--- src/rtl/pipeline_hazard_ctrl.sv ---
// Hazard and sequencing control for the 5-stage pipeline.
// Load-use / branch-in-ID stalls, control flushes, dmem freeze and watchdog.
module pipeline_hazard_ctrl #(
  parameter int CNT_W    = 16,
  parameter int WAIT_MAX = 255,
  parameter int WAIT_W   = 8
) (
  input  logic             clock,
  input  logic             reset_n,
  input  logic             MemRead_EX,
  input  logic [4:0]       Rt_EX,
  input  logic             RegWrite_EX,
  input  logic [4:0]       WriteReg_EX,
  input  logic             MemRead_MEM,
  input  logic [4:0]       WriteReg_MEM,
  input  logic [4:0]       Rs_ID,
  input  logic [4:0]       Rt_ID,
  input  logic             UsesRt_ID,
  input  logic             Branch_ID,
  input  logic             BranchTaken_ID,
  input  logic             Jump_ID,
  input  logic             dmem_busy,
  input  logic             cnt_clr,
  output logic             PCWrite,
  output logic             IFIDWrite,
  output logic             IFIDFlush,
  output logic             IDEXFlush,
  output logic             PipeHold,
  output logic             mem_timeout,
  output logic [CNT_W-1:0] stall_cnt,
  output logic [CNT_W-1:0] flush_cnt
);

  typedef enum logic {
    RUN,
    MEMWAIT
  } state_t;

  localparam logic [WAIT_W-1:0] WMAX = WAIT_MAX[WAIT_W-1:0];
  localparam logic [WAIT_W-1:0] WONE = {{(WAIT_W-1){1'b0}}, 1'b1};
  localparam logic [CNT_W-1:0]  CMAX = '1;
  localparam logic [CNT_W-1:0]  CONE = {{(CNT_W-1){1'b0}}, 1'b1};

  state_t            state;
  logic [WAIT_W-1:0] wait_cnt;
  logic [WAIT_W-1:0] wait_nxt;

  logic ldu;
  logic brd;
  logic stall;
  logic ctl;
  logic stall_inc;
  logic flush_inc;

  // $0 is hardwired zero, so it can never carry a dependency
  function automatic logic dep(
    input logic [4:0] r,
    input logic [4:0] rs,
    input logic [4:0] rt,
    input logic       urt
  );
    return (r != 5'd0) && ((r == rs) || (urt && (r == rt)));
  endfunction

  always_comb begin
    ldu = MemRead_EX && dep(Rt_EX, Rs_ID, Rt_ID, UsesRt_ID);
    brd = Branch_ID &&
          ((RegWrite_EX && dep(WriteReg_EX, Rs_ID, Rt_ID, UsesRt_ID)) ||
           (MemRead_MEM && dep(WriteReg_MEM, Rs_ID, Rt_ID, UsesRt_ID)));
    stall = ldu || brd;
    ctl   = Jump_ID || (Branch_ID && BranchTaken_ID);
  end

  // Freeze wins over stall, stall over control flush
  always_comb begin
    PCWrite   = 1'b1;
    IFIDWrite = 1'b1;
    IFIDFlush = 1'b0;
    IDEXFlush = 1'b0;
    PipeHold  = 1'b0;
    if (!reset_n) begin
      PCWrite   = 1'b0;
      IFIDWrite = 1'b0;
      IFIDFlush = 1'b1;
      IDEXFlush = 1'b1;
    end else if (dmem_busy) begin
      PCWrite   = 1'b0;
      IFIDWrite = 1'b0;
      PipeHold  = 1'b1;
    end else if (stall) begin
      PCWrite   = 1'b0;
      IFIDWrite = 1'b0;
      IDEXFlush = 1'b1;
    end else if (ctl) begin
      IFIDFlush = 1'b1;
    end
  end

  assign stall_inc = stall && !dmem_busy;
  assign flush_inc = ctl && !stall && !dmem_busy;

  always_comb begin
    wait_nxt = WONE;
    if (state == MEMWAIT) begin
      wait_nxt = (wait_cnt >= WMAX) ? WMAX : wait_cnt + WONE;
    end
  end

  always_ff @(posedge clock or negedge reset_n) begin
    if (!reset_n) begin
      state       <= RUN;
      wait_cnt    <= '0;
      mem_timeout <= 1'b0;
    end else begin
      if (dmem_busy) begin
        state    <= MEMWAIT;
        wait_cnt <= wait_nxt;
        if (wait_nxt == WMAX) mem_timeout <= 1'b1;
      end else begin
        state    <= RUN;
        wait_cnt <= '0;
      end
    end
  end

  always_ff @(posedge clock or negedge reset_n) begin
    if (!reset_n) begin
      stall_cnt <= '0;
      flush_cnt <= '0;
    end else if (cnt_clr) begin
      stall_cnt <= '0;
      flush_cnt <= '0;
    end else begin
      if (stall_inc && (stall_cnt != CMAX)) stall_cnt <= stall_cnt + CONE;
      if (flush_inc && (flush_cnt != CMAX)) flush_cnt <= flush_cnt + CONE;
    end
  end

endmodule

--- config.mk ---
export PLATFORM = sky130hd
export DESIGN_NAME = pipeline_hazard_ctrl
export DESIGN_NICKNAME = d
export VERILOG_FILES = /design/src/rtl/pipeline_hazard_ctrl.sv
export SDC_FILE = /design/constraint.sdc
export NUM_CORES = 1
export LEC_CHECK = 0
export ABC_AREA = 1
export CORE_MARGIN = 1
export CORE_UTILIZATION = 47
export CTS_BUF_LIST = sky130_fd_sc_hd__clkbuf_8
export CTS_CLUSTER_DIAMETER = 30
export CTS_CLUSTER_SIZE = 30
export DETAILED_ROUTE_END_ITERATION = 12
export PLACE_DENSITY = 0.79
export SYNTH_ARGS = -nofsm -noshare
export SYNTH_HDL_FRONTEND = slang
export SYNTH_SLANG_ARGS = --single-unit
export TNS_END_PERCENT = 50
--- constraint.sdc ---
create_clock -name clock -period 1.95 [get_ports clock]
set_clock_uncertainty 0.1 [all_clocks]
set_input_delay 0.39 -clock clock [delete_from_list [all_inputs] [get_ports clock]]
set_output_delay 0.39 -clock clock [all_outputs]
set_load 0.1 [all_outputs]
# After elaboration in Yosys (flattened, before gate mapping)
# Index checks and enable logic that the tools add are counted.
[op_classes]
add_sub_neg = 3
n_mul = 0
div_mod_pow = 0
order_cmp = 1
n_eq_ne = 9
shifts = 0
mux = 19
n_bitwise = 0
n_reduce_logical = 30
[op_table]
columns = ["op", "n"]
rows = [
  ["16-bit two-way mux", 4],
  ["16-bit by 1-bit adder with 16-bit output, second input constant", 2],
  ["16-bit != test, second input constant", 2],
  ["5-bit equality test", 6],
  ["8-bit two-way mux", 3],
  ["1-bit logical AND", 16],
  ["5-bit nonzero test", 3],
  ["1-bit two-way mux", 12],
  ["8-bit by 1-bit adder with 8-bit output, second input constant", 1],
  ["8-bit equality test, second input constant", 1],
  ["8-bit greater-or-equal comparator, second input constant", 1],
  ["1-bit logical OR", 6],
  ["2-bit nonzero test", 2],
  ["1-bit logical NOT", 2],
  ["2-bit AND reduction", 1],
]
[totals]
ff_bits = 42
latch_bits = 0
mem_bits_rw = 0
romBits = 0
input_bits = 36
output_inout_bits = 38
word_cells = 67
n_memories = 0

# Longest topological paths before layout
# Gate-level depths: netlist (run 1).
[depth]
ltp_word = 14
ltp_mapped = 15
ltp_nobuf = 14

# Worst setup path after synthesis (run 1)
# Ideal clock, no wire load.
[synth_path]
path_kind = "input -> output"
from = "input port Rt_ID[2]"
to = "output port PCWrite"
t_arrival_ps = 3847
required_time_ps = 1460
slack_ps = -2387
cell_stages = 12
path_buffers = 1
path_cell_list = "inv_1 > nand2_1 > nand2_1 > nor2_1 > nand3_1 > nand2_1 > nand2_1 > nand2_1 > nand2_1 > nand2_1 > nor3b_1 > buf_4"
[synth_via]
elab_chain_len = 11
elab_cells_between_ends = 21
cone_classes = "3 x eq/ne; 3 x mux; 15 x reduce/logical"
[synth_rtl]
columns = ["element", "line_no", "rtl"]
rows = [
  ["start, declared", "17", "input logic [4:0] Rt_ID,"],
  ["5-bit equality test", "62", "return (r != 5'd0) && ((r == rs) || (urt && (r == rt)));"],
  ["1-bit logical AND", "62", ""],
  ["1-bit logical OR", "62", ""],
  ["1-bit logical AND", "62", ""],
  ["1-bit logical AND (on tied branches)", "68, 69", ""],
  ["1-bit logical OR", "68", "((RegWrite_EX && dep(WriteReg_EX, Rs_ID, Rt_ID, UsesRt_ID)) ||"],
  ["1-bit logical AND", "67", "brd = Branch_ID &&"],
  ["1-bit logical OR (*)", "70", "stall = ldu || brd;"],
  ["1-bit two-way mux (*) (3 in series)", "n/a", ""],
  ["end, declared", "24", "output logic PCWrite,"],
]
# Every way passes the cells marked *; elsewhere a longest branch is shown, timed or not.

# Worst setup path in the final report (run 1)
[layout_path]
from = "input port WriteReg_MEM[1]"
to = "output port PCWrite"
[layout_via]
elab_chain_len = 11
elab_cells_between_ends = 13
cone_classes = "2 x eq/ne; 3 x mux; 8 x reduce/logical"
[layout_rtl]
columns = ["element", "line_no", "rtl"]
rows = [
  ["start, declared", "15", "input logic [4:0] WriteReg_MEM,"],
  ["5-bit equality test", "62", ""],
  ["1-bit logical AND", "62", ""],
  ["1-bit logical OR", "62", ""],
  ["1-bit logical AND (*)", "62", ""],
  ["1-bit logical AND (*)", "69", "(MemRead_MEM && dep(WriteReg_MEM, Rs_ID, Rt_ID, UsesRt_ID)));"],
  ["1-bit logical OR (*)", "68", ""],
  ["1-bit logical AND (*)", "67", ""],
  ["1-bit logical OR (*)", "70", ""],
  ["1-bit two-way mux (*)", "90", "end else if (stall) begin"],
  ["1-bit two-way mux (*)", "86", "end else if (dmem_busy) begin"],
  ["1-bit two-way mux (*)", "81", "if (!reset_n) begin"],
]
# Marks and branches as above.

==> flow_summary_export.csv, run 1 <==
group,metric,value,unit
cells_and_area,num-nets-final,628,
cells_and_area,fillers,333,
setup_path,cpMaxStageDelayCell,"sky130_fd_sc_hd__nor3b_4",
outcome,violations,"setup timing",
cells_and_area,area.sequential,1109,sq um
global_routing,first_global_vias,3361,
floorplan,die_boundary_width,83.60,microns
yosys,synth-async-reset-ratio,100.0,%
setup_path,path_common_cell,"sky130_fd_sc_hd__nand2_2",
hold_path,timing.hold.worst.class,"input port to async pin",
cells_and_area,postLayoutCoreUtil,83.91,%
sta,period_needed,2.308,ns
setup_path,path_max_fanout,3,
setup_path,crit_start,"WriteReg_MEM[1]",
floorplan,floorplan.die.height,83.60,microns
sta,worst-slew-pin-transition,0.5169,ns
placed_design,place.gp.congestion,0.9025,
run,timing.max_cap.violations,0,
global_routing,grt_max_degree,42,
yosys,netlist_area,3129,sq um
yosys,ys_warn_count,0,
setup_path,worstSetupPathType,"input port to primary output",
routing,number_of_detailed_routing_iterations_run_before_antenna_repair,5,
yosys,yosys_register_bits,42,
global_routing,grt_antenna_before_repair,0,
sta,setup_tns,-6.519,ns
routing,routed_wl,10.66,mm
setup_path,cp_data_arrival_time,1.82,ns
cells_and_area,multi_input_area,2150,sq um
setup_path,path_cells,"buf_8 > inv_6 > nand4_1 > o21ai_1 > inv_1 > nand2_2 > nand2_2 > nand2_2 > nand2_2 > nor3b_4 > buf_12",
cts,cts_sinks,42,
cells_and_area,syn2layout_area_growth,71.25,%
cells_and_area,num_antenna_cells,0,
global_routing,grt_first_pass_wirelength,15.66,mm
yosys,ys_types,35,
sta,timing.max_slew.rel_slack,65.43,%
routing,topRoutingLayerUsed,"met4",
routing,detail_route.drc_violations,0,
floorplan,core_outline_area,6386,sq um
pwr,worst_ir_drop_vdd,0.4700,mV
sta,hold-worst-slack,0.06974,ns
cts,clock_insertion_delay_worst_skew,0.30,ns
cells_and_area,layout-drive-gt1-share,45.25,%
routing,final_antenna_net_count,0,
sta,final-setup-viol-count,35,
routing,drtIter0Drc,284,
pwr,power_leakage,2.607,nW
pwr,power_density,443.6,nW/um^2
floorplan,boundaryPins,74,
routing,route.met2.wl,5.436,mm
floorplan,std_cell_rows,29,
sta,final-max-slew-violation-count,0,
yosys,seq_area_frac_synth,33.59,%
sta,timing.final.crit_share,118.4,%
yosys,synth_enable_flop_cells,0,
cts,cts.reportedPaths.clkPinSlew,0.09,ns
yosys,syn_inst,468,
floorplan,die_area,6988,sq um
global_routing,grt_util_all_layers,27.55,%
sta,finalWorstSetupSlack,-0.3585,ns
routing,route.detailed.vias_per_inst,5.622,
global_routing,global_route.overflow_total,0,
setup_path,r2r_start,"flush_cnt[0]",
routing,vias,3750,
setup_path,worst_r2r_path_depth,11,
routing,met1Wirelength,4.260,mm
sta,clock.fmax,433.2,MHz
setup_path,critical_path.n_buffers_inverters,4,
setup_path,critical_path.max_stage_delay,0.33,ns
placed_design,port_buffers,73,
cts,numCtsBuffers,5,
setup_path,worst-r2r-setup-slack,-0.08,ns
yosys,primary_ff_master_synth,"sky130_fd_sc_hd__dfrtp_1",
yosys,mappedNetlistNets,507,
cts,cts_max_path_buffers,2,
floorplan,start_util,49.00,%
setup_path,worst-endpoint-required,1.46,ns
sta,grt_setup_unrepaired,"yes",
routing,route.detailed.wl_per_inst,15.99,microns
setup_path,critical_path.top_delay_family,"simple AND/OR/NAND/NOR gates",
setup_path,regToRegEndpoint,"flush_cnt[8]",
outcome,run_status,"finished, violations left",
yosys,post_synth.cell_area_avg,6.686,sq um
cts,clockRootBuffer,"sky130_fd_sc_hd__clkbuf_8",
cts,tritoncts,"yes",
placed_design,dpl.hpwl,6.679,mm
routing,met3WireLength,667,microns
sta,hold_viol_final,0,
setup_path,worst_setup_path_end_kind,"primary output",
cts,ctsHtreeMaxLevel,2,
setup_path,start_kind,"input port",
==> timing repair <==
item / 4_1_cts / 5_1_grt
cloned: 0 / 1
buffers inserted: 11 / 3
setup endpoints to repair: 36 / 37
hold buffers: 3 / 0
hold endpoints to repair: 6 / 0
pin swaps: 44 / 32
gates resized for setup: 180 / 69
==> registers in the layout, summed over array words and instances, names as in the netlist <==
name / flops
stall_cnt: 16
state: 1
flush_cnt: 16
wait_cnt: 8
mem_timeout: 1
==> layout by cell type, fill, tap and decap left out, types with 4 or more instances in the layout <==
cell type / netlist / layout
sky130_fd_sc_hd__nor2_1: 52 / 41
sky130_fd_sc_hd__nand2_2: 2 / 40
sky130_fd_sc_hd__nor3_1: 6 / 4
sky130_fd_sc_hd__nor3_4: 1 / 5
sky130_fd_sc_hd__xnor2_1: 6 / 6
sky130_fd_sc_hd__clkdlybuf4s50_1: 0 / 4
sky130_fd_sc_hd__inv_2: 6 / 9
sky130_fd_sc_hd__o21ai_0: 13 / 6
sky130_fd_sc_hd__inv_4: 0 / 7
sky130_fd_sc_hd__nand3_2: 0 / 21
sky130_fd_sc_hd__buf_8: 0 / 6
sky130_fd_sc_hd__buf_6: 3 / 15
sky130_fd_sc_hd__o21ai_2: 7 / 7
sky130_fd_sc_hd__o21ai_1: 1 / 7
sky130_fd_sc_hd__dfrtp_1: 42 / 20
sky130_fd_sc_hd__xor2_1: 24 / 24
sky130_fd_sc_hd__nand2_4: 1 / 4
sky130_fd_sc_hd__buf_2: 0 / 7
sky130_fd_sc_hd__inv_1: 61 / 48
sky130_fd_sc_hd__nor2_2: 2 / 8
sky130_fd_sc_hd__nand2_1: 137 / 96
sky130_fd_sc_hd__dlygate4sd2_1: 0 / 4
sky130_fd_sc_hd__nand4_1: 6 / 6
sky130_fd_sc_hd__a21oi_1: 8 / 5
sky130_fd_sc_hd__buf_12: 0 / 43
sky130_fd_sc_hd__clkbuf_8: 0 / 5
sky130_fd_sc_hd__nand3_1: 61 / 39
sky130_fd_sc_hd__dfrtp_4: 0 / 12
sky130_fd_sc_hd__inv_6: 0 / 5
sky130_fd_sc_hd__buf_4: 2 / 42
sky130_fd_sc_hd__nor2_4: 0 / 5
sky130_fd_sc_hd__dfrtp_2: 0 / 10
==> layer usage <==
layer	vias up	track usage (%)
li1	1716	-
met4	0	9.245
met1	1815	34.34
met3	41	3.660
met5	-	0
met2	178	48.93
==> cell type report <==
class / instances / area share (%)
multi-input combinational: 347 / 40.11
clock buffer: 5 / 1.284
tap: 77 / 1.798
timing repair buffer: 125 / 29.86
clock inverter: 3 / 0.7004
sequential: 42 / 20.69
inverter: 68 / 5.557
==> cells in the mapped netlist, types with 2 or more instances <==
cell | n | area, sq um
sky130_fd_sc_hd__a21oi_1 | 8 | 40.04
sky130_fd_sc_hd__buf_4 | 2 | 15.01
sky130_fd_sc_hd__buf_6 | 3 | 33.78
sky130_fd_sc_hd__clkbuf_1 | 5 | 18.77
sky130_fd_sc_hd__dfrtp_1 | 42 | 1051
sky130_fd_sc_hd__ha_1 | 3 | 37.54
sky130_fd_sc_hd__inv_1 | 61 | 229.0
sky130_fd_sc_hd__inv_2 | 6 | 22.52
sky130_fd_sc_hd__nand2_1 | 137 | 514.2
sky130_fd_sc_hd__nand2_2 | 2 | 12.51
sky130_fd_sc_hd__nand3_1 | 61 | 305.3
sky130_fd_sc_hd__nand4_1 | 6 | 37.54
sky130_fd_sc_hd__nor2_1 | 52 | 195.2
sky130_fd_sc_hd__nor2_2 | 2 | 12.51
sky130_fd_sc_hd__nor3_1 | 6 | 30.03
sky130_fd_sc_hd__nor3_2 | 3 | 30.03
sky130_fd_sc_hd__nor3b_1 | 4 | 30.03
sky130_fd_sc_hd__nor4_1 | 2 | 12.51
sky130_fd_sc_hd__o21ai_0 | 13 | 65.06
sky130_fd_sc_hd__o21ai_2 | 7 | 61.31
sky130_fd_sc_hd__xnor2_1 | 6 | 52.55
sky130_fd_sc_hd__xor2_1 | 24 | 210.2
==> per-stage QoR <==
step,instances,setup WS (ns),cell area (sq um),power [mW]
3_3_place_gp,641,-0.6456,4770,1.545
3_5_place_dp,641,-0.6994,4770,1.556
6_report,667,-0.3585,5359,2.377
5_1_grt,667,-0.4443,5359,2.447
2_1_floorplan,468,-0.6969,3349,1.268
4_1_cts,663,-0.1683,5075,2.288
==> report_power, final <==
part / switching [mW] / internal [mW] / total, mW / leakage (nW)
clock: 0.325 / 0.374 / 0.698 / 0.0607
combinational: 0.444 / 0.320 / 0.764 / 2.01
sequential: 0.0233 / 0.892 / 0.915 / 0.540
total: 0.792 / 1.59 / 2.38 / 2.61
==> cells by family after synthesis <==
kind of cell	after synthesis	synth area share (%)
compound gates	33	6.398
xor+xnor	30	8.397
simple gates	281	39.98
fa+ha+maj	3	1.200
buf+inv	79	10.44
flops	42	33.59
==> how the worst max path moves through the flow <==
stage / to / slack (ns) / cells past startpoint
6_report: PCWrite / -0.36 / 11
3_3_place_gp: PCWrite / -0.65 / 11
3_5_place_dp: PCWrite / -0.70 / 12
5_1_grt: PCWrite / -0.44 / 11
2_1_floorplan: PCWrite / -0.70 / 10
4_1_cts: PCWrite / -0.17 / 13
Power figures use the tool's default switching activity.
==> run 2, diff against run 1 <==
==> constraint.sdc (replaced) <==
create_clock -name clock -period 1.91 [get_ports clock]
set_clock_uncertainty 0.1 [all_clocks]
set_input_delay 0.382 -clock clock [delete_from_list [all_inputs] [get_ports clock]]
set_output_delay 0.382 -clock clock [all_outputs]
set_load 0.1 [all_outputs]
==> run 2 against run 1 <==
Effect of this change:
- the run still ends with setup timing left
- clock power decreased by 8.0%
- wire length increased by 3.0%
- setup slack improved by 0.083 ns
- register-to-register slack got worse by 0.19 ns
- first-iteration DRC count increased by 1.8%
- worst hold slack got worse by 0.045 ns
- critical path depth unchanged
- count of clock-buffer cells in the layout increased by 1
- largest cell class unchanged
- highest routed layer unchanged
==> flow_summary_export.csv, run 2 (same netlist as run 1, synthesis figures left out) <==
group,metric,value,unit
outcome,run_status,"finished, violations left",
outcome,violations,"setup timing",
setup_path,critical_path.n_buffers_inverters,2,
placed_design,dpl.hpwl,6.693,mm
routing,route.detailed.vias_per_inst,5.542,
routing,vias,3724,
sta,final-setup-viol-count,20,
cts,clockRootBuffer,"sky130_fd_sc_hd__clkbuf_8",
routing,drtIter0Drc,289,
global_routing,grt_max_degree,42,
cells_and_area,design_area,5381,sq um
global_routing,first_global_vias,3572,
run,timing.max_cap.violations,0,
setup_path,worstSetupPathType,"flop to flop",
setup_path,path_cells,"ha_4 > nand3_4 > nor3_4 > nand2_2 > nor3_4 > nand4_1 > buf_4 > nand4_4 > buf_8 > nand3_2 > nand2_2",
cts,cts.reportedPaths.clkPinSlew,0.09,ns
setup_path,worst-r2r-setup-slack,-0.27,ns
cells_and_area,num-nets-final,633,
hold_path,timing.hold.worst.class,"input port to async pin",
pwr,power_leakage,2.594,nW
placed_design,post_dp_cell_area,4802,sq um
routing,route.detailed.wl_per_inst,16.35,microns
sta,period_needed,2.185,ns
placed_design,port_buffers,73,
sta,setup_tns,-4.978,ns
sta,clock.fmax,457.7,MHz
sta,worst-slew-pin-transition,0.6564,ns
global_routing,grt_util_all_layers,30.34,%
floorplan,floorplan.die.height,83.60,microns
setup_path,cpMaxStageDelayCell,"sky130_fd_sc_hd__dfrtp_4",
floorplan,start_util,49.00,%
setup_path,path_max_fanout,8,
sta,hold_viol_final,0,
floorplan,die_boundary_width,83.60,microns
setup_path,cp_data_arrival_time,2.34,ns
setup_path,critical_path.top_delay_family,"simple AND/OR/NAND/NOR gates",
setup_path,start_kind,"flop",
cells_and_area,num_antenna_cells,0,
floorplan,boundaryPins,74,
cts,clock_insertion_delay_worst_skew,0.31,ns
global_routing,grt_antenna_before_repair,0,
cts,ctsHtreeMaxLevel,2,
global_routing,global_route.overflow_total,0,
sta,grt_setup_unrepaired,"yes",
floorplan,core_outline_area,6386,sq um
cells_and_area,final_instance_count_without_filler_cells,672,
cts,cts_sinks,42,
pwr,power_density,432.3,nW/um^2
global_routing,grt_first_pass_wirelength,17.11,mm
cts,tritoncts,"yes",
floorplan,die_area,6988,sq um
cts,numCtsBuffers,5,
placed_design,place.gp.congestion,0.9038,
cells_and_area,mostFrequentLayoutCell,"sky130_fd_sc_hd__nand2_1",
cells_and_area,fillers,315,
cells_and_area,largestRegisters,"flush_cnt (16), stall_cnt (16), wait_cnt (8)",
cts,cts_max_path_buffers,2,
cells_and_area,layout.cells.most_common_list,"103 x sky130_fd_sc_hd__nand2_1, 51 x sky130_fd_sc_hd__buf_4, 45 x sky130_fd_sc_hd__inv_1, 44 x sky130_fd_sc_hd__nor2_1, 42 x sky130_fd_sc_hd__buf_12",
placed_design,placed_cells_incl_taps,647,
cells_and_area,syn2layout_area_growth,71.97,%
setup_path,worst_setup_path_end_kind,"flop",
placed_design,dp_slack,-0.7158,ns
sta,timing.final.crit_share,114.4,%
sta,final-max-slew-violation-count,0,
routing,final_antenna_net_count,0,
cells_and_area,postLayoutCoreUtil,84.27,%
sta,finalWorstSetupSlack,-0.2750,ns
cells_and_area,layout-drive-gt1-share,46.22,%
setup_path,worst-endpoint-required,2.06,ns
routing,detail_route.drc_violations,0,
routing,number_of_detailed_routing_iterations_run_before_antenna_repair,6,
sta,timing.max_slew.rel_slack,56.10,%
setup_path,critical_path.max_stage_delay,0.45,ns
pwr,worst_ir_drop_vdd,0.4972,mV
routing,routed_wl,10.99,mm
floorplan,std_cell_rows,29,
==> run 2: cell types whose count changed in the layout (fill, tap and decap cells not counted), moves of 3 or more <==
cell / change
sky130_fd_sc_hd__inv_6: -4
sky130_fd_sc_hd__nand2_1: +7
sky130_fd_sc_hd__nor3_2: +3
sky130_fd_sc_hd__nand3_2: +7
sky130_fd_sc_hd__nand3_1: -8
sky130_fd_sc_hd__buf_4: +9
sky130_fd_sc_hd__nand2_2: -9
sky130_fd_sc_hd__nor2_4: -3
sky130_fd_sc_hd__inv_4: +5
sky130_fd_sc_hd__inv_1: -3
sky130_fd_sc_hd__nor2_1: +3
==> run 2: final timing paths <==
| check | startpoint | endpoint | depth (start not counted) |
|---|---|---|---|
| worst min register to register | mem_timeout | mem_timeout | 1 |
| max in group asynchronous | reset_n | flush_cnt[5] | 3 |
| min in group clock | mem_timeout | mem_timeout | 1 |
| worst max-delay path | flush_cnt[0] | flush_cnt[15] | 11 |
| worst min-delay path | reset_n | stall_cnt[15] | 2 |
| worst max register to register | flush_cnt[0] | flush_cnt[15] | 11 |
==> run 2: per-stage QoR <==
stage,hold slack [ns],power [mW]
2_1_floorplan,-0.01359,1.294
3_3_place_gp,0.2856,1.568
3_5_place_dp,0.2845,1.579
4_1_cts,0.04806,2.270
5_1_grt,0.06074,2.397
6_report,0.02433,2.327
==> run 2: area by class of cell <==
cell class / instances / area [sq um] / area share [%]
Multi-Input combinational cell: 347 / 2157 / 40.08
Timing Repair Buffer: 130 / 1627 / 30.23
Sequential cell: 42 / 1109 / 20.60
Inverter: 68 / 297.8 / 5.534
Tap cell: 77 / 96.34 / 1.790
Clock buffer: 6 / 82.58 / 1.535
Clock inverter: 2 / 12.51 / 0.2325
==> run 2: what timing repair did <==
item | in CTS | in global routing
endpoints found under the hold margin | 12 | 0
endpoints found under the setup margin | 37 | 37
hold buffers | 1 | 0
setup buffers | 13 | 3
gates resized for setup | 174 | 75
cloned | 2 | 0
pin swaps | 44 | 43
==> run 2: routing by layer <==
metal	track usage (%)	share of wire (%)
met2	53.07	51
met5	0	0
met4	11.56	3.5
met1	36.97	39
met3	5.539	6.6
==> run 2: power by group <==
| group | switching, mW | internal (mW) | leakage [nW] |
|---|---|---|---|
| sequential | 0.0303 | 0.911 | 0.540 |
| combinational | 0.439 | 0.304 | 2.01 |
| clock | 0.350 | 0.291 | 0.0472 |
